==> config.mk <==
export PLATFORM = sky130hd
export DESIGN_NAME = regfile_sequencer
export DESIGN_NICKNAME = d
export VERILOG_FILES = /design/src/rtl/regfile_sequencer.sv
export SDC_FILE = /design/constraint.sdc
export NUM_CORES = 1
export LEC_CHECK = 0
export BUFFER_PORTS_ARGS = -buffer_cell sky130_fd_sc_hd__buf_2
export CORE_AREA = 3 3 108 110
export DETAILED_ROUTE_END_ITERATION = 7
export DIE_AREA = 0 0 111 113
export HOLD_SLACK_MARGIN = 0.08
export PLACE_DENSITY = 0.85
export SYNTH_ARGS = -nofsm -noshare
export SYNTH_HDL_FRONTEND = slang
export SYNTH_SLANG_ARGS = --single-unit
==> constraint.sdc <==
create_clock -name clk -period 1.7 [get_ports clk]
set_input_delay 0.17 -clock clk [delete_from_list [all_inputs] [get_ports clk]]
set_output_delay 0.17 -clock clk [all_outputs]
set_load 0.005 [all_outputs]
==> src/rtl/regfile_sequencer.sv <==
// regfile_sequencer: runs one register-file -> ALU -> register-file operation
// per accepted request (read rn/rm, offer operands to the ALU, wait for the
// result, optionally write it back to rd). Every output is a register.
// Optional feature macro: REGSEQ_IMM_OPERAND_EN adds an immediate that can
// replace the second register operand.
//
// state | meaning
// IDLE  | waiting for a request, req_ready=1
// READ  | rf_a1/rf_a2 presented to the register file
// CAPT  | read data returned, captured into alu_a/alu_b
// ISSUE | alu_valid=1 until alu_ready
// WAIT  | handshake done, waiting for alu_result_valid
// WRITE | one cycle: optional write-back and done pulse
module regfile_sequencer #(
  parameter int unsigned TIMEOUT_CYCLES = 16
) (
  input  logic        clk,
  input  logic        rst_n,
  input  logic        req_valid,
  output logic        req_ready,
  input  logic [3:0]  req_rn,
  input  logic [3:0]  req_rm,
  input  logic [3:0]  req_rd,
  input  logic        req_wb,
`ifdef REGSEQ_IMM_OPERAND_EN
  input  logic        req_use_imm,
  input  logic [31:0] req_imm,
`endif
  output logic [3:0]  rf_a1,
  output logic [3:0]  rf_a2,
  output logic [3:0]  rf_a3,
  input  logic [31:0] rf_rd1,
  input  logic [31:0] rf_rd2,
  output logic [31:0] rf_wd3,
  output logic        rf_we3,
  output logic [31:0] alu_a,
  output logic [31:0] alu_b,
  output logic        alu_valid,
  input  logic        alu_ready,
  input  logic [31:0] alu_result,
  input  logic        alu_result_valid,
  output logic        done,
  output logic        err,
  output logic        busy
);

  typedef enum logic [2:0] {
    S_IDLE, S_READ, S_CAPT, S_ISSUE, S_WAIT, S_WRITE
  } state_t;

  // Counter is 5 bits wide, so the limit is truncated to that width.
  localparam logic [4:0] TIMEOUT_CNT = 5'(TIMEOUT_CYCLES);

  state_t      state, state_nxt;
  logic [4:0]  cnt, cnt_nxt, cnt_inc;
  logic        accept, capture, latch_result;
  logic        err_nxt;
  logic [3:0]  rd_q;
  logic        wb_q;
`ifdef REGSEQ_IMM_OPERAND_EN
  logic        use_imm_q;
  logic [31:0] imm_q;
`endif

  assign cnt_inc = cnt + 5'd1;

  // State and timeout counter registers.
  always_ff @(posedge clk or negedge rst_n) begin
    if (!rst_n) begin
      state <= S_IDLE;
      cnt   <= 5'd0;
    end else begin
      state <= state_nxt;
      cnt   <= cnt_nxt;
    end
  end

  // Next-state logic; completion takes priority over timeout in the same cycle.
  always_comb begin
    state_nxt    = state;
    cnt_nxt      = cnt;
    accept       = 1'b0;
    capture      = 1'b0;
    latch_result = 1'b0;
    err_nxt      = 1'b0;
    case (state)
      S_IDLE: begin
        if (req_valid) begin
          accept    = 1'b1;
          state_nxt = S_READ;
        end
      end
      S_READ: state_nxt = S_CAPT;
      S_CAPT: begin
        capture   = 1'b1;
        cnt_nxt   = 5'd0;
        state_nxt = S_ISSUE;
      end
      S_ISSUE: begin
        if (alu_ready && alu_result_valid) begin
          latch_result = 1'b1;
          state_nxt    = S_WRITE;
        end else if (cnt_inc == TIMEOUT_CNT) begin
          err_nxt   = 1'b1;
          state_nxt = S_IDLE;
        end else begin
          cnt_nxt = cnt_inc;
          if (alu_ready) state_nxt = S_WAIT;
        end
      end
      S_WAIT: begin
        if (alu_result_valid) begin
          latch_result = 1'b1;
          state_nxt    = S_WRITE;
        end else if (cnt_inc == TIMEOUT_CNT) begin
          err_nxt   = 1'b1;
          state_nxt = S_IDLE;
        end else begin
          cnt_nxt = cnt_inc;
        end
      end
      S_WRITE: state_nxt = S_IDLE;
      default: state_nxt = S_IDLE;
    endcase
  end

  // Registered status/strobe outputs, derived from the state being entered.
  always_ff @(posedge clk or negedge rst_n) begin
    if (!rst_n) begin
      req_ready <= 1'b1;
      busy      <= 1'b0;
      alu_valid <= 1'b0;
      done      <= 1'b0;
      err       <= 1'b0;
      rf_we3    <= 1'b0;
    end else begin
      req_ready <= (state_nxt == S_IDLE);
      busy      <= (state_nxt != S_IDLE);
      alu_valid <= (state_nxt == S_ISSUE);
      done      <= (state_nxt == S_WRITE);
      err       <= err_nxt;
      rf_we3    <= (state_nxt == S_WRITE) && wb_q;
    end
  end

  // Request fields, operand capture and result latch.
  always_ff @(posedge clk or negedge rst_n) begin
    if (!rst_n) begin
      rf_a1     <= 4'd0;
      rf_a2     <= 4'd0;
      rf_a3     <= 4'd0;
      rf_wd3    <= 32'd0;
      alu_a     <= 32'd0;
      alu_b     <= 32'd0;
      rd_q      <= 4'd0;
      wb_q      <= 1'b0;
`ifdef REGSEQ_IMM_OPERAND_EN
      use_imm_q <= 1'b0;
      imm_q     <= 32'd0;
`endif
    end else begin
      if (accept) begin
        rf_a1     <= req_rn;
        rf_a2     <= req_rm;
        rd_q      <= req_rd;
        wb_q      <= req_wb;
`ifdef REGSEQ_IMM_OPERAND_EN
        use_imm_q <= req_use_imm;
        imm_q     <= req_imm;
`endif
      end
      if (capture) begin
        alu_a <= rf_rd1;
`ifdef REGSEQ_IMM_OPERAND_EN
        alu_b <= use_imm_q ? imm_q : rf_rd2;
`else
        alu_b <= rf_rd2;
`endif
      end
      if (latch_result) begin
        rf_a3  <= rd_q;
        rf_wd3 <= alu_result;
      end
    end
  end

endmodule

* Word-level counts from Yosys, hierarchy flattened *
Cells that the tools add are included.
W data, S select, Z words.

cells by class
  $add $sub $neg = 1
  equality and inequality tests = 9
  multiplexer cells = 21
  reductions and logical operators = 7

operator list
  cell                   count
  $mux W3                6
  $mux W5                3
  $pmux W3 S5            1
  $pmux W5 S3            1
  $eq A3 B2 Y1 const B   3
  $mux W1                8
  $eq A3 B3 Y1 const B   2
  $logic_not A3 Y1       2
  $reduce_bool A3 Y1     2
  $add A5 B1 Y5 const B  1
  $eq A5 B5 Y1 const B   1
  $ne A2 B2 Y1 const B   2
  $pmux W1 S2            2
  $eq A3 B1 Y1 const B   1
  $reduce_and A3 Y1      1
  $logic_and A1 B1 Y1    2

storage, ports and cells
  bits in registers = 127
  input bits = 114
  output and inout port bits = 114
  word-level logic and storage cells = 54

* Depth between registers and ports, before layout *
Gate-level depths: netlist (run 1).

  depth in word-level cells = 7
  mapped depth = 8
  gate-level depth less buffers = 6

* Worst setup path after synthesis (run 1) *
No wires, ideal clock.

  kind = register -> register
  start point = register state[0]
  end point = register rd_q[0]
  setup time = 0.125 ns
  arrival = 1.474 ns
  required time = 1.575 ns
  setup slack = 0.101 ns
  cell stages (with the launch flop) = 5
  path buffers = 2
  clock period less this slack = 1.599 ns
  cell sequence = dfrtp_1 buf_2 nor4b_4 buf_2 mux2_2

between the ends
  cells in the longest elaborated chain, start to end = 2

ends and longest elaborated chain
  element                 RTL line  RTL
  from (decl)             54        state_t state, state_nxt;
  from (signal assigned)  73        state <= state_nxt;
  $logic_not A3 Y1        86        case (state)
  $mux W1                 86
  to (signal assigned)    165       rd_q <= req_rd;
  to (decl)               58        logic [3:0] rd_q;

Every way passes these cells.
A chain may end at the register's enable or synchronous reset.

* Final worst setup path (run 1) *
  start point = register state[1]
  end point = register alu_a[30]

between the ends
  cells in the longest elaborated chain, start to end = 2

ends and longest elaborated chain
  element               RTL line  RTL
  $eq A3 B2 Y1          86
  $mux W1               86
  to (signal assigned)  173       alu_a <= rf_rd1;
  to (decl)             36        output logic [31:0] alu_a,

Every way passes these cells.

==> summary.txt, run 1 <==
Clocking
  • Clock buffer depth: 2
  • Clk root buf: clkbuf_8
  • CTS tree: built
  • Clock transition at the registers of the reported paths: 60 ps
  • CTS Buf Count: 17
  • Clk_lat worst skew: 500 ps
  • CTS sink count: 127
  • H-tree depth: 4

Power
  • Peak VDD IR: 0.819 mV
  • Pwr Density: 1730 nW/um^2
  • Sequential Power Share: 38.1%
  • Sw Pwr: 0.00447 W
  • Sw frac: 32.0%
  • Logic gate share of total power: 36.0%
  • Int Pwr: 0.00951 W
  • Leak: 4.10 nW
  • Clock power frac: 25.8%

Detailed routing
  • Final ANT Viol Nets: 0
  • DRT Wirelength: 14.8 mm
  • Vias: 4377
  • Iter 0 DRT Violations: 263
  • Via/cell ratio: 4.85
  • Residual DRC: 0
  • Detailed Routing Iterations Pass 1: 5
  • Routed WL per cell: 16.4 microns

Floorplan
  • Core ar.: 10800 sq um
  • Initial Util: 45.8%
  • Die Height: 113 microns
  • Die extent in x: 111 microns
  • Die ar.: 12500 sq um
  • Num ports: 228
  • Site Rows: 38

Yosys
  • Top FF cell, synth: dfrtp_1
  • #FFs+latches synth: 127
  • Post-synthesis sequential area ratio: 64.4%
  • Number of flops mapped to enable cells by yosys: 0
  • Mapped cell area: 4940 sq um
  • YS warnings: 0
  • Synth cell types: 37
  • Asr flop ratio synth: 100%
  • Post-Syn Nets: 505
  • Syn_area_per_cell: 12.7 sq um
  • Synth Instances: 390

Setup path
  • Critical path, cell by cell: nand2b_1, nor2_4, buf_12, mux2_1
  • Critical-path top delay cell: dfrtp_1
  • CP Class: reg2reg
  • CP required: 2070 ps
  • Critical path peak fanout: 27
  • Critical Path Start Type: flip-flop
  • WP buf/inv: 1
  • Worst EP arrival: 1980 ps
  • Max incr delay on CP: 480 ps
  • Cell family with most CP delay: flip-flops
  • Critical path endpoint category: flip-flop

Global route
  • Met3 usage: 6.63%
  • Largest net degree at the start of global routing: 54
  • Grt peak-use layer: met2
  • Total Routing Usage GR: 23.8%
  • Number of global-route vias before repair: 4775
  • Met1 global-route usage: 26.6%
  • Initial antenna violation count: 0
  • First-pass GRT wire length: 23.9 mm
  • Grt total ovfl: 0
  • Met2 Use GR: 43.7%

STA
  • Max frequency: 620 MHz
  • Fin. Hold Viols: 0
  • Worst slew pin tran: 461 ps
  • Final worst slack: 85.9 ps
  • Final setup fails: 0
  • Pins over their slew limit: 0
  • Clk_skew: 8.92 ps
  • Rel. slew slack: 69.3%
  • RSZ-0062 raised after global routing: false
  • Hold Worst Slack: 137 ps
  • Final Critical Period: 1610 ps
  • Final period util: 94.9%

Layout
  • Synth-to-Final Area Change: 63.9%
  • Most common cell after layout, fill and taps aside: buf_2
  • Layout Nets: 864
  • Most frequent cells in the layout: buf_2, dfrtp_1, nand2_1, dlygate4sd3_1, mux2_1
  • Share of cells above drive strength 1: 39.4%

Run
  • Max Cap Viol: 0

Worst hold path
  • HP Class: in2reg

Place
  • Post-DP HPWL: 8.44 mm
  • Pre-CTS setup slack: -1.55 ps
  • PortBufs: 227
  • Placer Congestion: 0.824

Status
  • Status: finished, final reports clean
[per-layer routing]
metal	wire length [microns]	up-vias	share of wire, %
li1	-	2026	-
met1	5610	2119	38
met2	7890	205	53
met3	1020	27	6.9
met4	253	0	1.7
met5	0	-	0
[Yosys cell counts, types with 3 or more instances]
cell      count  area, sq um
dfrtp_1     126         3150
nand2_1     116          435
mux2_1       65          732
mux2_2       11          124
buf_4        10         75.1
inv_1         7         26.3
buf_2         5         25.0
nand3_1       5         25.0
a31oi_1       4         25.0
nor2_1        4         15.0
o21ai_0       4         20.0
o21ai_1       4         20.0
a21oi_1       3         15.0
nand2b_1      3         18.8
[final cells by class]
cell class | count | area [sq um]
diodes | 1 | 2.50
clock buffers | 24 | 510
clock inverters | 8 | 101
fillers | 673 | 2700
inverters | 8 | 35.0
multi-input cells | 239 | 1640
flip-flops and latches | 127 | 3180
well taps | 140 | 175
repair buffers | 356 | 2450
[cells by family (layout without fill, tap and decap cells)]
group / Yosys count / after routing / share of synthesized area, %
buffers and inverters: 24 / 396 / 2.71
AO/OA/AOI/OAI: 24 / 24 / 3.32
adder cells (fa/ha/maj): 1 / 1 / 0.253
XOR/XNOR: 1 / 1 / 0.177
other: 0 / 1 / 0
flip-flops: 127 / 127 / 64.4
multiplexers: 76 / 76 / 17.3
AND/OR/NAND/NOR: 137 / 137 / 11.8
[final timing paths]
kind	startpoint	end	slack [ps]	cells past startpoint
min in group asynchronous	rst_n	alu_a[12]	190	2
max reg2reg	state[1]	alu_a[30]	90	4
max	state[1]	alu_a[30]	90	4
min reg2reg	rf_wd3[17]	rf_wd3[17]	470	2
min	alu_ready	state[2]	140	4
max in group asynchronous	rst_n	alu_b[30]	940	3
[state kept, by name (all words and copies together) (netlist names)]
register	flops
rf_wd3	32
cnt	5
req_ready	1
alu_b	32
rd_q	4
rf_a1	4
done	1
alu_valid	1
state	3
err	1
rf_we3	1
alu_a	32
wb_q	1
rf_a2	4
rf_a3	4
busy	1
[power by group through the flow]
stage | clock network (W) | registers (W) | logic [W]
floorplan | 0 | 0.00531 | 0.00240
global placement | 0 | 0.00517 | 0.00440
detailed placement | 0 | 0.00526 | 0.00461
CTS | 0.00367 | 0.00524 | 0.00483
global route | 0.00382 | 0.00550 | 0.00553
finish | 0.00361 | 0.00533 | 0.00504
[repair_timing]
item	CTS	global route
gates resized for setup	1	8
pin swaps	0	2
hold buffers	111	0
buffers inserted	0	1
endpoints found under the hold margin	240	0
setup endpoints to repair	3	54
cloned	0	1
[metrics by stage]
| step | TNS (ps) | instance area [sq um] | std cells | utilization (%) | total power, W |
|---|---|---|---|---|---|
| global route | 0 | 8090 | 902 | 75.0 | 0.0149 |
| finish | 0 | 8100 | 903 | 75.0 | 0.0140 |
| CTS | 0 | 8030 | 900 | 74.4 | 0.0137 |
| detailed placement | -1.55 | 6310 | 757 | 58.4 | 0.00987 |
| global placement | 0 | 6310 | 757 | 58.4 | 0.00956 |
| floorplan | 0 | 4940 | 390 | - | 0.00771 |
[worst min-delay path: cells and delay by family]
kind	cells	cell delay (ps)
AOI/OAI and AO/OA	2	240
buffers and inverters	2	180
(Power assumes the default switching activity.)
==> inputs of run 2 (changes only) <==
Clock period 1.7 ns to 1.6 ns, I/O delays scaled along.
==> run 2 against run 1 <==
Effect of this change: clock power grew 2%; flip-flop and latch count is the same; first-iteration DRC count grew 37%; hold slack gained 56 ps; clock skew shrank 2.0 ps; critical endpoint is now rf_a3[1]; register-to-register slack lost 70 ps; largest power group is now combinational cells; utilization grew 1.3 points.
==> summary.txt, run 2 (synthesis results as in run 1) <==
Status
  • Status: finished, final reports clean

Run
  • Max Cap Viol: 0

Clocking
  • CTS sink count: 127
  • Clock buffer depth: 2
  • CTS tree: built
  • Clk root buf: clkbuf_8
  • Clock transition at the registers of the reported paths: 60 ps
  • H-tree depth: 4
  • Clk_lat worst skew: 510 ps
  • CTS Buf Count: 17

Detailed routing
  • Residual DRC: 0
  • DRT Wirelength: 15.9 mm
  • Routed WL per cell: 17.4 microns
  • Vias: 4516
  • Via/cell ratio: 4.94
  • Iter 0 DRT Violations: 361
  • Final ANT Viol Nets: 0
  • Detailed Routing Iterations Pass 1: 4

Setup path
  • CP Class: reg2reg
  • Cell family with most CP delay: simple AND/OR/NAND/NOR gates
  • Critical Path Start Type: flip-flop
  • RR Endpoint: rf_a3[1]
  • Critical-path top delay cell: dfrtp_2
  • Most used cell, CP: nand2_1
  • Critical path peak fanout: 18
  • Reg2Reg Launch Point: state[1]
  • Slack of the worst reg-to-reg path: 10 ps
  • Critical path, cell by cell: nor3b_2, a21o_1, nand2_4, clkbuf_16, nand2_1, nand2_1
  • WP buf/inv: 1
  • CP required: 2000 ps
  • Critical path endpoint category: flip-flop
  • Reg2Reg Depth: 6
  • Max incr delay on CP: 480 ps
  • Worst EP arrival: 1980 ps

Layout
  • Register area: 3180 sq um
  • Layout Nets: 877
  • Synth-to-Final Area Change: 66.7%
  • # fillers: 614
  • Antenna diodes: 0
  • Most frequent cells in the layout: buf_2, dfrtp_1, nand2_1, dlygate4sd3_1, mux2_1
  • Multi-input logic area: 1670 sq um
  • Share of cells above drive strength 1: 40.4%
  • Regs by FF count: alu_a x32, alu_b x32, rf_wd3 x32
  • Finished Layout Cells: 915
  • Most common cell after layout, fill and taps aside: buf_2
  • Util after Layout: 76.3%

STA
  • RSZ-0062 raised after global routing: true
  • Final setup fails: 0
  • Total negative setup slack: 0 ps
  • Worst slew pin tran: 374 ps
  • Final period util: 99.1%
  • Clk_skew: 6.87 ps
  • Max frequency: 630 MHz
  • Hold Worst Slack: 193 ps
  • Pins over their slew limit: 0
  • Rel. slew slack: 75.1%
  • Final worst slack: 14.0 ps
  • Fin. Hold Viols: 0
  • Final Critical Period: 1590 ps

Floorplan
  • Core ar.: 10800 sq um
  • Die extent in x: 111 microns
  • Die Height: 113 microns
  • Num ports: 228
  • Initial Util: 45.8%
  • Die ar.: 12500 sq um
  • Site Rows: 38

Global route
  • Number of global-route vias before repair: 4942
  • Met1 global-route usage: 27.2%
  • Initial antenna violation count: 0
  • Met2 Use GR: 43.9%
  • Grt total ovfl: 0
  • First-pass GRT wire length: 24.7 mm
  • Grt peak-use layer: met2
  • Largest net degree at the start of global routing: 66
  • Total Routing Usage GR: 25.0%
  • Met3 usage: 7.86%

Power
  • Peak VDD IR: 0.995 mV
  • Leak: 4.18 nW
  • Pwr Density: 1850 nW/um^2

Place
  • Post-DP HPWL: 8.58 mm
  • PortBufs: 227
  • Placed insts: 766
  • Placer Congestion: 0.876
  • Pre-CTS setup slack: -170 ps

Worst hold path
  • HP Class: in2reg
  • Hold Startpoint: req_valid
  • Hold path endpoint: wb_q
  • Worst Hold Depth: 5
run 2: cell types whose count changed in the layout (fill, tap and decap cells not counted), moves of 2 or more:
cell,change
buf_4,+9
clkbuf_1,+2
clkinv_2,+2
clkbuf_8,-4
run 2: per-layer routing:
metal  part of all wire [%]  wire length (microns)  up-vias
met5                      0                      0        -
met2                     52                   8230      265
met3                    7.2                   1150       60
met1                     37                   5920     2147
li1                       -                      -     2044
met4                    3.8                    612        0
run 2: area by class of cell:
class	instances	area share [%]
sequential	127	38.6
clock buffer	22	5.62
inverter	8	0.517
timing repair inverter	1	0.106
multi-input combinational	239	20.3
clock inverter	10	1.35
timing repair buffer	368	31.3
tap	140	2.13
run 2: worst register-to-register path, cell delays in order, from the launching register on:
cell and delay [ps]:
dfrtp_2 480, nor3b_2 280, a21o_1 190, nand2_4 160, clkbuf_16 230, nand2_1 80
nand2_1 60
run 2: power breakdown:
group | switching (W) | internal [W] | total, W
combinational | 0.00272 | 0.00312 | 0.00584
clock | 0.00136 | 0.00233 | 0.00369
sequential | 0.000921 | 0.00478 | 0.00570
run 2: worst max path at each step:
stage | startpoint | to | slack (ps) | cells after the start
global placement | state[1] | rf_wd3[1] | -30 | 6
detailed placement | state[1] | rf_a3[1] | -170 | 6
CTS | state[2] | alu_b[17] | 10 | 5
global route | cnt[0] | req_ready | -50 | 4
floorplan | state[0] | rd_q[0] | 1 | 4
finish | state[1] | rf_a3[1] | 10 | 6
run 2: timing repair:
action | CTS | global route
gates cloned | 0 | 3
hold buffers | 111 | 0
setup endpoints to repair | 75 | 76
endpoints found under the hold margin | 242 | 0
pin swaps | 2 | 7
resized for setup | 2 | 14
buffers inserted | 1 | 2
run 2: stage by stage:
stage               total power [W]  area [sq um]
CTS                          0.0148          8100
global route                 0.0161          8230
detailed placement           0.0108          6400
finish                       0.0152          8230
global placement             0.0105          6400
floorplan                   0.00819          4940
